`config.mk`:
```
export PLATFORM = sky130hd
export DESIGN_NAME = dma_rd_arbiter
export DESIGN_NICKNAME = d
export VERILOG_FILES = /design/src/rtl/dma_rd_arbiter.sv
export SDC_FILE = /design/constraint.sdc
export NUM_CORES = 1
export LEC_CHECK = 0
export BUFFER_PORTS_ARGS = -buffer_cell sky130_fd_sc_hd__buf_4
export CAP_MARGIN = 40
export CORE_MARGIN = 4
export CORE_UTILIZATION = 44
export CTS_CLUSTER_SIZE = 25
export DETAILED_ROUTE_END_ITERATION = 8
export GPL_TIMING_DRIVEN = 1
export PLACE_DENSITY = 0.89
export SKIP_CTS_REPAIR_TIMING = 1
export SLEW_MARGIN = 20
export SYNTH_ARGS = -nofsm -noshare
export SYNTH_HDL_FRONTEND = slang
export SYNTH_SLANG_ARGS = --single-unit
```
`constraint.sdc`:
```
create_clock -name clk -period 2.75 [get_ports clk]
set_clock_uncertainty 0.15 [all_clocks]
set_input_delay 0.4125 -clock clk [delete_from_list [all_inputs] [get_ports clk]]
set_output_delay 0.4125 -clock clk [all_outputs]
set_load 0.02 [all_outputs]
```
`src/rtl/dma_rd_arbiter.sv`:
```
// dma_rd_arbiter: shares one burst read channel between two masters.
// Define DMA_RD_ARB_FIXED_PRIO_EN to let master 1 win ties instead of round-robin.
module dma_rd_arbiter (
  input  logic        clk,
  input  logic        rst,
  input  logic [63:0] m_req_addr,
  input  logic [9:0]  m_req_len,
  input  logic [1:0]  m_req_valid,
  output logic [1:0]  m_req_ready,
  output logic [31:0] m_rdata,
  output logic        m_rlast,
  output logic [1:0]  m_rvalid,
  input  logic [1:0]  m_rready,
  output logic [31:0] rd_req_addr,
  output logic [4:0]  rd_req_len,
  output logic        rd_req_valid,
  input  logic        rd_req_ready,
  input  logic [31:0] rd_rdata,
  input  logic        rd_last,
  input  logic        rd_valid,
  output logic        rd_ready,
  output logic        grant,
  output logic        busy,
  output logic        err
);

  typedef enum logic [2:0] {
    IDLE = 3'b001,
    REQ  = 3'b010,
    DATA = 3'b100
  } state_e;

  state_e      state_q, state_d;
  logic [31:0] addr_q, addr_d;
  logic [4:0]  len_q, len_d;
  logic [4:0]  beat_cnt_q, beat_cnt_d;
  logic        grant_q, grant_d;
  logic        last_grant_q, last_grant_d;
  logic        err_q, err_d;

  logic        any_req;
  logic        winner;
  logic        beat_hs;
  logic        len_hit;

  always_comb begin
    any_req = |m_req_valid;
    if (m_req_valid == 2'b11) begin
`ifdef DMA_RD_ARB_FIXED_PRIO_EN
      winner = 1'b1;
`else
      winner = ~last_grant_q;
`endif
    end else begin
      winner = m_req_valid[1];
    end
  end

  assign beat_hs = rd_valid && m_rready[grant_q];
  assign len_hit = (beat_cnt_q == len_q);

  always_comb begin
    state_d      = state_q;
    addr_d       = addr_q;
    len_d        = len_q;
    beat_cnt_d   = beat_cnt_q;
    grant_d      = grant_q;
    last_grant_d = last_grant_q;
    err_d        = err_q;
    m_req_ready  = 2'b00;
    m_rvalid     = 2'b00;
    m_rlast      = 1'b0;
    rd_req_valid = 1'b0;
    rd_ready     = 1'b0;
    unique case (state_q)
      IDLE: begin
        if (any_req) begin
          m_req_ready[winner] = 1'b1;
          addr_d       = winner ? m_req_addr[63:32] : m_req_addr[31:0];
          len_d        = winner ? m_req_len[9:5] : m_req_len[4:0];
          grant_d      = winner;
          last_grant_d = winner;
          state_d      = REQ;
        end
      end
      REQ: begin
        rd_req_valid = 1'b1;
        if (rd_req_ready) begin
          beat_cnt_d = 5'd0;
          state_d    = DATA;
        end
      end
      DATA: begin
        rd_ready          = m_rready[grant_q];
        m_rvalid[grant_q] = rd_valid;
        m_rlast           = rd_last;
        if (beat_hs) begin
          beat_cnt_d = beat_cnt_q + 5'd1;
          // last flag must coincide exactly with the latched length
          if (rd_last != len_hit) err_d = 1'b1;
          if (rd_last) state_d = IDLE;
        end
      end
      default: state_d = IDLE;
    endcase
  end

  always_ff @(posedge clk or posedge rst) begin
    if (rst) begin
      state_q      <= IDLE;
      addr_q       <= 32'd0;
      len_q        <= 5'd0;
      beat_cnt_q   <= 5'd0;
      grant_q      <= 1'b0;
      last_grant_q <= 1'b1;
      err_q        <= 1'b0;
    end else begin
      state_q      <= state_d;
      addr_q       <= addr_d;
      len_q        <= len_d;
      beat_cnt_q   <= beat_cnt_d;
      grant_q      <= grant_d;
      last_grant_q <= last_grant_d;
      err_q        <= err_d;
    end
  end

  assign m_rdata     = rd_rdata;
  assign rd_req_addr = addr_q;
  assign rd_req_len  = len_q;
  assign grant       = grant_q;
  assign busy        = (state_q != IDLE);
  assign err         = err_q;

endmodule

```
==> out/results.ini, run 1 <==
[placement]
place_area_um2=3440
globalplace.congestion=0.827
dp_slack_ps=811
numPortBuffers=129
placedCellCount=428
dp_hpwl_um=4930

[worst_setup_path]
worstSetupPathType=reg -> out
startpoint_type=flop
cp.arrival_ps=1580
rrSetupSlack_ps=890
path_max_fanout=6
endpoint_kind=output pin
required_ps=2190

[logic_synthesis]
synth_seq_area_share_pct=45.7
synth_edf_count=0
synth_area_leaders=dfrtp_1 (44%), mux2i_1 (15%), buf_4 (10%)
synth_top_area_share_pct=43.7
synth_top_area_cell=dfrtp_1
synthAdderAreaFrac_pct=0.475
synth_area_um2=2630
synthXorXnorAreaFrac_pct=2.99
synth_top_family_by_area=multiplexers
ys_ff_latch=48
synth_cell_type_count=35
yosys.area_share.simple_pct=12.9
post-synth-top-count-cell=dfrtp_1
synth_ff_type=dfrtp_1
synthCells=266
synth-compound-area-share_pct=10.5
avgSynthCellArea_um2=9.90
synthMuxAreaShare_pct=15.2
synth_nets=382
async_flop_share_pct=100
yosys-top-cells-count=dfrtp_1 (46), nand2_1 (40), mux2i_1 (39)
yosys_warnings=0

[floorplan]
io_pins=194
die_w_um=85.4
fp.dieH_um=85.4
floorplan.die_area_um2=7290
core-area_um2=5640
rows=27
start_util_pct=46.7

[sta]
grt_setup_unrepaired=no
tns_ps=0
whs_ps=-5.47
finalCritPeriodShare_pct=78.1
max-slew-margin-rel_pct=57.9
fin_crit_ps=2150
finalSetupViolations=0
worst_slack_ps=603
worstMarginPinSlew_ps=631
hold_viol=13
max_freq_ghz=0.466
drv_slew=0

[cts]
path_clk_slew_ps=80
ctsLongestPathBuffers=2
cts_root_buf=clkbuf_8
clock_latency_ps=290
cts_tree=built
cts.sinks=48
htree_levels=2
cts_buffers=5

[global_routing]
antenna_found_initial=0
grt.total_usage_pct=17.6
grt_pass1_vias=2201
grt_max_degree=78
grt_pass1_wl_um=10300
overflow=0

[power]
combPwrFrac_pct=51.3
switching_power_mw=1.44
swShare_pct=41.9
irDropWorstVdd_mv=0.458
power_density_nw_per_um2=974
p_leak_nw=1.81
power_frac_seq_pct=36.5
finalPower_mw=3.44
clockPowerShare_pct=12.2
p_int_mw=2.00

[detailed_routing]
drt_iter0_drc=55
wl_per_cell_um=14.5
drc=0
avgViaCountPerCell=4.93
drt_wl_total_um=6300
num_vias=2149
antenna_left=0
first_pass_iters=4

[layout]
n_fill_cell=496
fin_util_pct=62.7
areaGrowthSynthToFinish_pct=34.2
diodes=0
fin_cells=436
final_net_count=479
fin_area_um2=3530
final_layout_size_suffix_gt1_share_pct=40.9

[outcome]
outcome=finished, violations left
violations=hold timing

[job]
drv_cap=0

[min_path]
min_path_type=in -> async

critical path, stage by stage (launching register included):
cell and delay, ps:
dfstp_2 580, nor3b_2 300, and2_1 250, buf_4 170
worst paths after layout:
kind | from | to | cells after the start
setup / recovery | state_q[0] | m_req_ready[1] | 3
hold / removal | rst | state_q[2] | 2
setup reg to reg | state_q[0] | rd_req_addr[30] | 5
hold reg to reg | rd_req_addr[7] | rd_req_addr[7] | 2
max in group asynchronous | rst | rd_req_addr[10] | 3
min in group clk | rd_req_ready | state_q[1] | 2
kinds of logic after synthesis:
kind of cell	after synthesis
and+or+nand+nor	71
AOI/OAI and AO/OA	50
DFF	48
buffers and inverters	47
muxes	40
xor gates and xnor gates	9
adders and majority gates	1
cell usage in the layout (no fill, tap or decap), types with 3 or more instances in the layout:
| cell | instances |
|---|---|
| o21ai_0 | 36 |
| xnor2_1 | 4 |
| nand2_1 | 40 |
| buf_4 | 134 |
| clkbuf_8 | 6 |
| nand3b_1 | 3 |
| dfrtp_1 | 46 |
| xor2_1 | 5 |
| nor2_1 | 10 |
| nand3_1 | 4 |
| and2_1 | 5 |
| mux2i_1 | 39 |
registers in the layout, indices dropped and copies added (netlist names):
| register | flops |
|---|---|
| err | 1 |
| beat_cnt_q | 5 |
| rd_req_len | 5 |
| state_q | 3 |
| grant | 1 |
| last_grant_q | 1 |
| rd_req_addr | 32 |
area by class of cell:
| type | count | area (µm²) | area share [%] |
|---|---|---|---|
| Inverter | 3 | 11.3 | 0.319 |
| Multi-Input combinational cell | 171 | 1130 | 32.1 |
| Clock buffer | 8 | 90.1 | 2.55 |
| Sequential cell | 48 | 1200 | 34.1 |
| Tap cell | 72 | 90.1 | 2.55 |
| Timing Repair Buffer | 134 | 1010 | 28.5 |
per-layer routing:
| layer | share of wire [%] | wire (µm) | global-route usage [%] |
|---|---|---|---|
| met5 | 0 | 0 | 0 |
| met2 | 51 | 3190 | 31.2 |
| met3 | 10 | 634 | 6.50 |
| met1 | 38 | 2420 | 19.9 |
| met4 | 0.89 | 56 | 4.75 |
power groups by stage:
stage / registers [mW] / logic [mW] / clock network, mW
after floorplan: 1.57 / 0.784 / 0
after global placement: 1.25 / 1.75 / 0
after detailed placement: 1.27 / 1.80 / 0
after CTS: 1.26 / 1.80 / 0.440
after global routing: 1.30 / 1.94 / 0.478
final: 1.26 / 1.77 / 0.420
Note: power is estimated with default switching activity, not from simulation.
==> run 2, diff against run 1 <==
--- a/config.mk
+++ b/config.mk
@@ -8,11 +8,11 @@
 export BUFFER_PORTS_ARGS = -buffer_cell sky130_fd_sc_hd__buf_4
 export CAP_MARGIN = 40
 export CORE_MARGIN = 4
-export CORE_UTILIZATION = 44
+export CORE_UTILIZATION = 41
 export CTS_CLUSTER_SIZE = 25
 export DETAILED_ROUTE_END_ITERATION = 8
 export GPL_TIMING_DRIVEN = 1
-export PLACE_DENSITY = 0.89
+export PLACE_DENSITY = 0.84
 export SKIP_CTS_REPAIR_TIMING = 1
 export SLEW_MARGIN = 20
 export SYNTH_ARGS = -nofsm -noshare
==> constraint.sdc (replaced) <==
create_clock -name clk -period 2.05 [get_ports clk]
set_clock_uncertainty 0.15 [all_clocks]
set_input_delay 0.3075 -clock clk [delete_from_list [all_inputs] [get_ports clk]]
set_output_delay 0.3075 -clock clk [all_outputs]
set_load 0.02 [all_outputs]
==> out/results.ini, run 2 (same netlist as run 1, synthesis figures left out) <==
[layout]
areaGrowthSynthToFinish_pct=37.8
final_net_count=483  ; +0.84%
largest_register_ffs=32  ; unchanged
final_cell_mix=buf_4 (136), dfrtp_1 (46), nand2_1 (40)
diodes=0  ; unchanged
layout_commonest_cell=buf_4
final_layout_size_suffix_gt1_share_pct=42.1  ; +1.2 points
fin_area_um2=3630  ; +2.7%
fin_util_pct=59.9  ; -2.8 points
n_fill_cell=527  ; +6.3%

[floorplan]
fp.dieH_um=88.2  ; +3.3%
rows=28  ; +3.7%
io_pins=194  ; unchanged
core-area_um2=6060  ; +7.4%
floorplan.die_area_um2=7770  ; +6.6%
die_w_um=88.2  ; +3.3%
start_util_pct=43.5  ; -3.2 points

[global_routing]
grt_pass1_vias=2325  ; +5.6%
grt_max_degree=40  ; -49%
overflow=0  ; unchanged
antenna_found_initial=0  ; unchanged
grt.total_usage_pct=17.3  ; -0.31 points
grt_pass1_wl_um=10500  ; +2.3%

[cts]
ctsLongestPathBuffers=2  ; unchanged
clock_latency_ps=290  ; about the same
cts.sinks=48  ; unchanged
cts_buffers=5  ; unchanged
htree_levels=2  ; unchanged
path_clk_slew_ps=90  ; about the same
cts_tree=built
cts_root_buf=clkbuf_8

[job]
drv_cap=0  ; unchanged

[worst_setup_path]
endpoint_kind=output pin
required_ps=1590  ; -600 ps
max_stage_delay_ps=580  ; about the same
cp.arrival_ps=1490  ; -90 ps
cp.buffers_inverters=1  ; unchanged
startpoint_type=flop
path_max_fanout=6  ; unchanged
crit_family=flip-flops
slowest_stage=dfstp_2
worstPathCellList=nor3b_4 > and2_4 > buf_4
worstSetupPathType=reg -> out

[sta]
hold_viol=0  ; -13
tns_ps=0  ; unchanged
fin_crit_ps=1950
max_freq_ghz=0.512
worst_slack_ps=97.8  ; -506 ps
finalSetupViolations=0  ; unchanged
grt_setup_unrepaired=no
drv_slew=0  ; unchanged
worstMarginPinSlew_ps=387  ; -245 ps
finalCritPeriodShare_pct=95.2
max-slew-margin-rel_pct=74.1  ; +16 points

[detailed_routing]
drt_wl_total_um=6670  ; +5.8%
drc=0  ; unchanged
drt_iter0_drc=46  ; -16%
num_vias=2221  ; +3.4%
first_pass_iters=4  ; unchanged
antenna_left=0  ; unchanged
avgViaCountPerCell=5.01  ; +1.7%
wl_per_cell_um=15.1  ; +4.2%

[power]
finalPower_mw=4.85  ; +41%
swShare_pct=40.4  ; -1.5 points
p_leak_nw=1.86  ; +2.4%
power_frac_seq_pct=35.0  ; -1.5 points
irDropWorstVdd_mv=0.924  ; +100%
p_int_mw=2.89  ; +44%
power_density_nw_per_um2=1340  ; +37%
combPwrFrac_pct=50.1  ; -1.2 points
clockPowerShare_pct=15.0  ; +2.8 points
switching_power_mw=1.96  ; +36%

[placement]
globalplace.congestion=0.819  ; -0.98%
dp_slack_ps=294  ; -517 ps
place_area_um2=3480  ; +0.91%
dp_hpwl_um=5350  ; +8.4%
numPortBuffers=129  ; unchanged

[min_path]
min_path_type=in -> reg

[outcome]
outcome=complete, no violations

[run 2: cell count changes in the layout (fill, tap and decap cells not counted), sizes merged]
cell / before / now
buf: 134 / 137
bufinv: 0 / 1
dlygate4sd3: 0 / 1
clkbuf: 8 / 7
[run 2: stage by stage]
| step | hold WS (ps) | instances |
|---|---|---|
| finish | 117 | 443 |
| global route | 123 | 443 |
| global placement | 102 | 433 |
| detailed placement | 112 | 433 |
| floorplan | 265 | 266 |
| CTS | -215 | 441 |
[run 2: routing by layer]
metal / up-vias / track usage [%] / wire length [µm]
met3: 26 / 4.42 / 567
met5: - / 0 / 0
met2: 95 / 31.0 / 3520
li1: 1079 / - / -
met1: 1021 / 19.7 / 2440
met4: 0 / 6.73 / 148
[run 2: area by class of cell]
| type | instances | area [µm²] | share of cell area (%) |
|---|---|---|---|
| clock buffer | 7 | 96.3 | 2.66 |
| clock inverter | 1 | 30.0 | 0.828 |
| sequential | 48 | 1200 | 33.2 |
| inverter | 3 | 11.3 | 0.310 |
| timing repair buffer | 138 | 1050 | 29.0 |
| tap | 75 | 93.8 | 2.59 |
| multi-input combinational | 171 | 1140 | 31.5 |
[run 2: power by group through the flow]
stage,Sequential (mW),Clock [mW],Combinational [mW]
after floorplan,2.11,0,1.05
after global placement,1.68,0,2.36
after detailed placement,1.71,0,2.43
after CTS,1.70,0.748,2.43
after global routing,1.75,0.798,2.65
final,1.69,0.725,2.43
[run 2: path summary, 6_finish.rpt]
kind / start / to / slack (ps) / cells after the start
setup / recovery: state_q[0] / m_req_ready[1] / 100 / 3
hold / removal: rd_req_ready / state_q[1] / 120 / 2
setup reg to reg: state_q[0] / rd_req_addr[30] / 220 / 6
hold reg to reg: rd_req_addr[0] / rd_req_addr[0] / 330 / 2
max in group asynchronous: rst / state_q[0] / 820 / 4
min in group asynchronous: rst / rd_req_len[2] / 360 / 3
==> run 3, diff against run 2 <==
--- a/config.mk
+++ b/config.mk
@@ -12,7 +12,7 @@
 export CTS_CLUSTER_SIZE = 25
 export DETAILED_ROUTE_END_ITERATION = 8
 export GPL_TIMING_DRIVEN = 1
-export PLACE_DENSITY = 0.84
+export PLACE_DENSITY = 0.81
 export SKIP_CTS_REPAIR_TIMING = 1
 export SLEW_MARGIN = 20
 export SYNTH_ARGS = -nofsm -noshare
==> out/results.ini, run 3 (same netlist as run 1, synthesis figures left out) <==
[worst_setup_path]
cp-endpoint=m_rlast
endpoint_kind=output pin
critPathLaunch=state_q[0]
worstSetupPathType=reg -> out
worstRegToRegCells=5  ; -1
required_ps=1590  ; about the same
rr_endpoint=rd_req_addr[10]
cp.arrival_ps=1520  ; +30 ps
r2r_start=state_q[0]
path_max_fanout=6  ; unchanged
startpoint_type=flop
rrSetupSlack_ps=340  ; +120 ps

[layout]
n_fill_cell=531  ; +0.76%
largest_register_ffs=32  ; unchanged
final_layout_size_suffix_gt1_share_pct=42.7  ; +0.54 points
diodes=0  ; unchanged
fin_util_pct=60.1  ; +0.25 points
final_net_count=483  ; unchanged
layout_commonest_cell=buf_4
areaGrowthSynthToFinish_pct=38.3
final_cell_mix=buf_4 (134), dfrtp_1 (45), nand2_1 (40)

[floorplan]
fp.dieH_um=88.2  ; unchanged
io_pins=194  ; unchanged
die_w_um=88.2  ; unchanged
rows=28  ; unchanged
start_util_pct=43.5  ; unchanged
core-area_um2=6060  ; unchanged
floorplan.die_area_um2=7770  ; unchanged

[min_path]
min_path_type=in -> reg
hold_path.startpoint=rd_req_ready

[cts]
cts_tree=built
path_clk_slew_ps=90  ; about the same
clock_latency_ps=300  ; about the same
cts_buffers=5  ; unchanged
ctsLongestPathBuffers=2  ; unchanged
cts_root_buf=clkbuf_8
cts.sinks=48  ; unchanged
htree_levels=2  ; unchanged

[detailed_routing]
drt_iter0_drc=60  ; +30%
avgViaCountPerCell=4.94  ; -1.5%
wl_per_cell_um=14.8  ; -1.9%
num_vias=2187  ; -1.5%
drt_wl_total_um=6540  ; -1.9%
antenna_left=0  ; unchanged
drc=0  ; unchanged
first_pass_iters=4  ; unchanged

[sta]
drv_slew=0  ; unchanged
finalCritPeriodShare_pct=96.4  ; +1.2 points
hold_viol=0  ; unchanged
finalSetupViolations=0  ; unchanged
max_freq_ghz=0.506  ; -1.2%
max-slew-margin-rel_pct=64.6  ; -9.5 points
grt_setup_unrepaired=yes
worstMarginPinSlew_ps=531  ; +144 ps
fin_crit_ps=1980  ; +24.0 ps
worst_slack_ps=73.8  ; -24.0 ps

[global_routing]
grt_max_degree=45  ; +13%
grt_pass1_wl_um=10300  ; -2.5%
grt_pass1_vias=2256  ; -3.0%
grt.total_usage_pct=16.8  ; -0.53 points
antenna_found_initial=0  ; unchanged
overflow=0  ; unchanged

[placement]
globalplace.congestion=0.795  ; -2.9%
numPortBuffers=129  ; unchanged
dp_hpwl_um=5250  ; -1.7%
dp_slack_ps=309  ; +14.8 ps

[outcome]
outcome=complete, no violations

[power]
power_density_nw_per_um2=1330  ; -0.43%
p_leak_nw=1.86  ; about the same
irDropWorstVdd_mv=0.792  ; -14%

[job]
drv_cap=0  ; unchanged

run 3: critical path, stage by stage (launching register included):
cell	delay, ps
dfstp_2	590
buf_4	120
nor3b_1	40
buf_4	160
and2_1	160
buf_4	150
run 3: area by class of cell:
| class | count | area, µm² | share of cell area (%) |
|---|---|---|---|
| well taps | 75 | 93.8 | 2.58 |
| clock inverters | 2 | 38.8 | 1.06 |
| inverters | 3 | 11.3 | 0.309 |
| clock buffers | 6 | 82.6 | 2.27 |
| multi-input cells | 171 | 1140 | 31.4 |
| flip-flops and latches | 48 | 1200 | 33.1 |
| repair buffers | 138 | 1070 | 29.3 |
run 3: per-layer routing:
metal	global-route usage (%)	part of all wire, %
met5	0	0
met4	4.95	1.9
met3	6.21	10
met2	29.2	50
met1	19.3	38
run 3: worst min path at each step:
stage	slack [ps]	cells past startpoint	to
floorplan	260	1	state_q[1]
global placement	240	2	rd_req_addr[6]
detailed placement	240	2	rd_req_addr[6]
CTS	-90	2	rd_req_len[3]
global route	80	2	state_q[1]
finish	90	2	state_q[1]
run 3: through the flow:
stage	instances	cell area, µm²	hold WS [ps]	setup TNS [ps]	power, mW
6_report	443	3640	92.2	0	4.84
5_1_grt	443	3640	79.2	-15.3	5.22
4_1_cts	441	3610	-90.2	0	4.87
3_5_place_dp	433	3490	240	0	4.15
3_3_place_gp	433	3490	244	0	4.06
2_1_floorplan	266	2630	265	0	3.16
run 3: where the power goes:
part           switching [mW]  total, mW  internal [mW]
clock network           0.311      0.710          0.399
registers               0.305       1.69           1.39
logic                    1.36       2.44           1.08
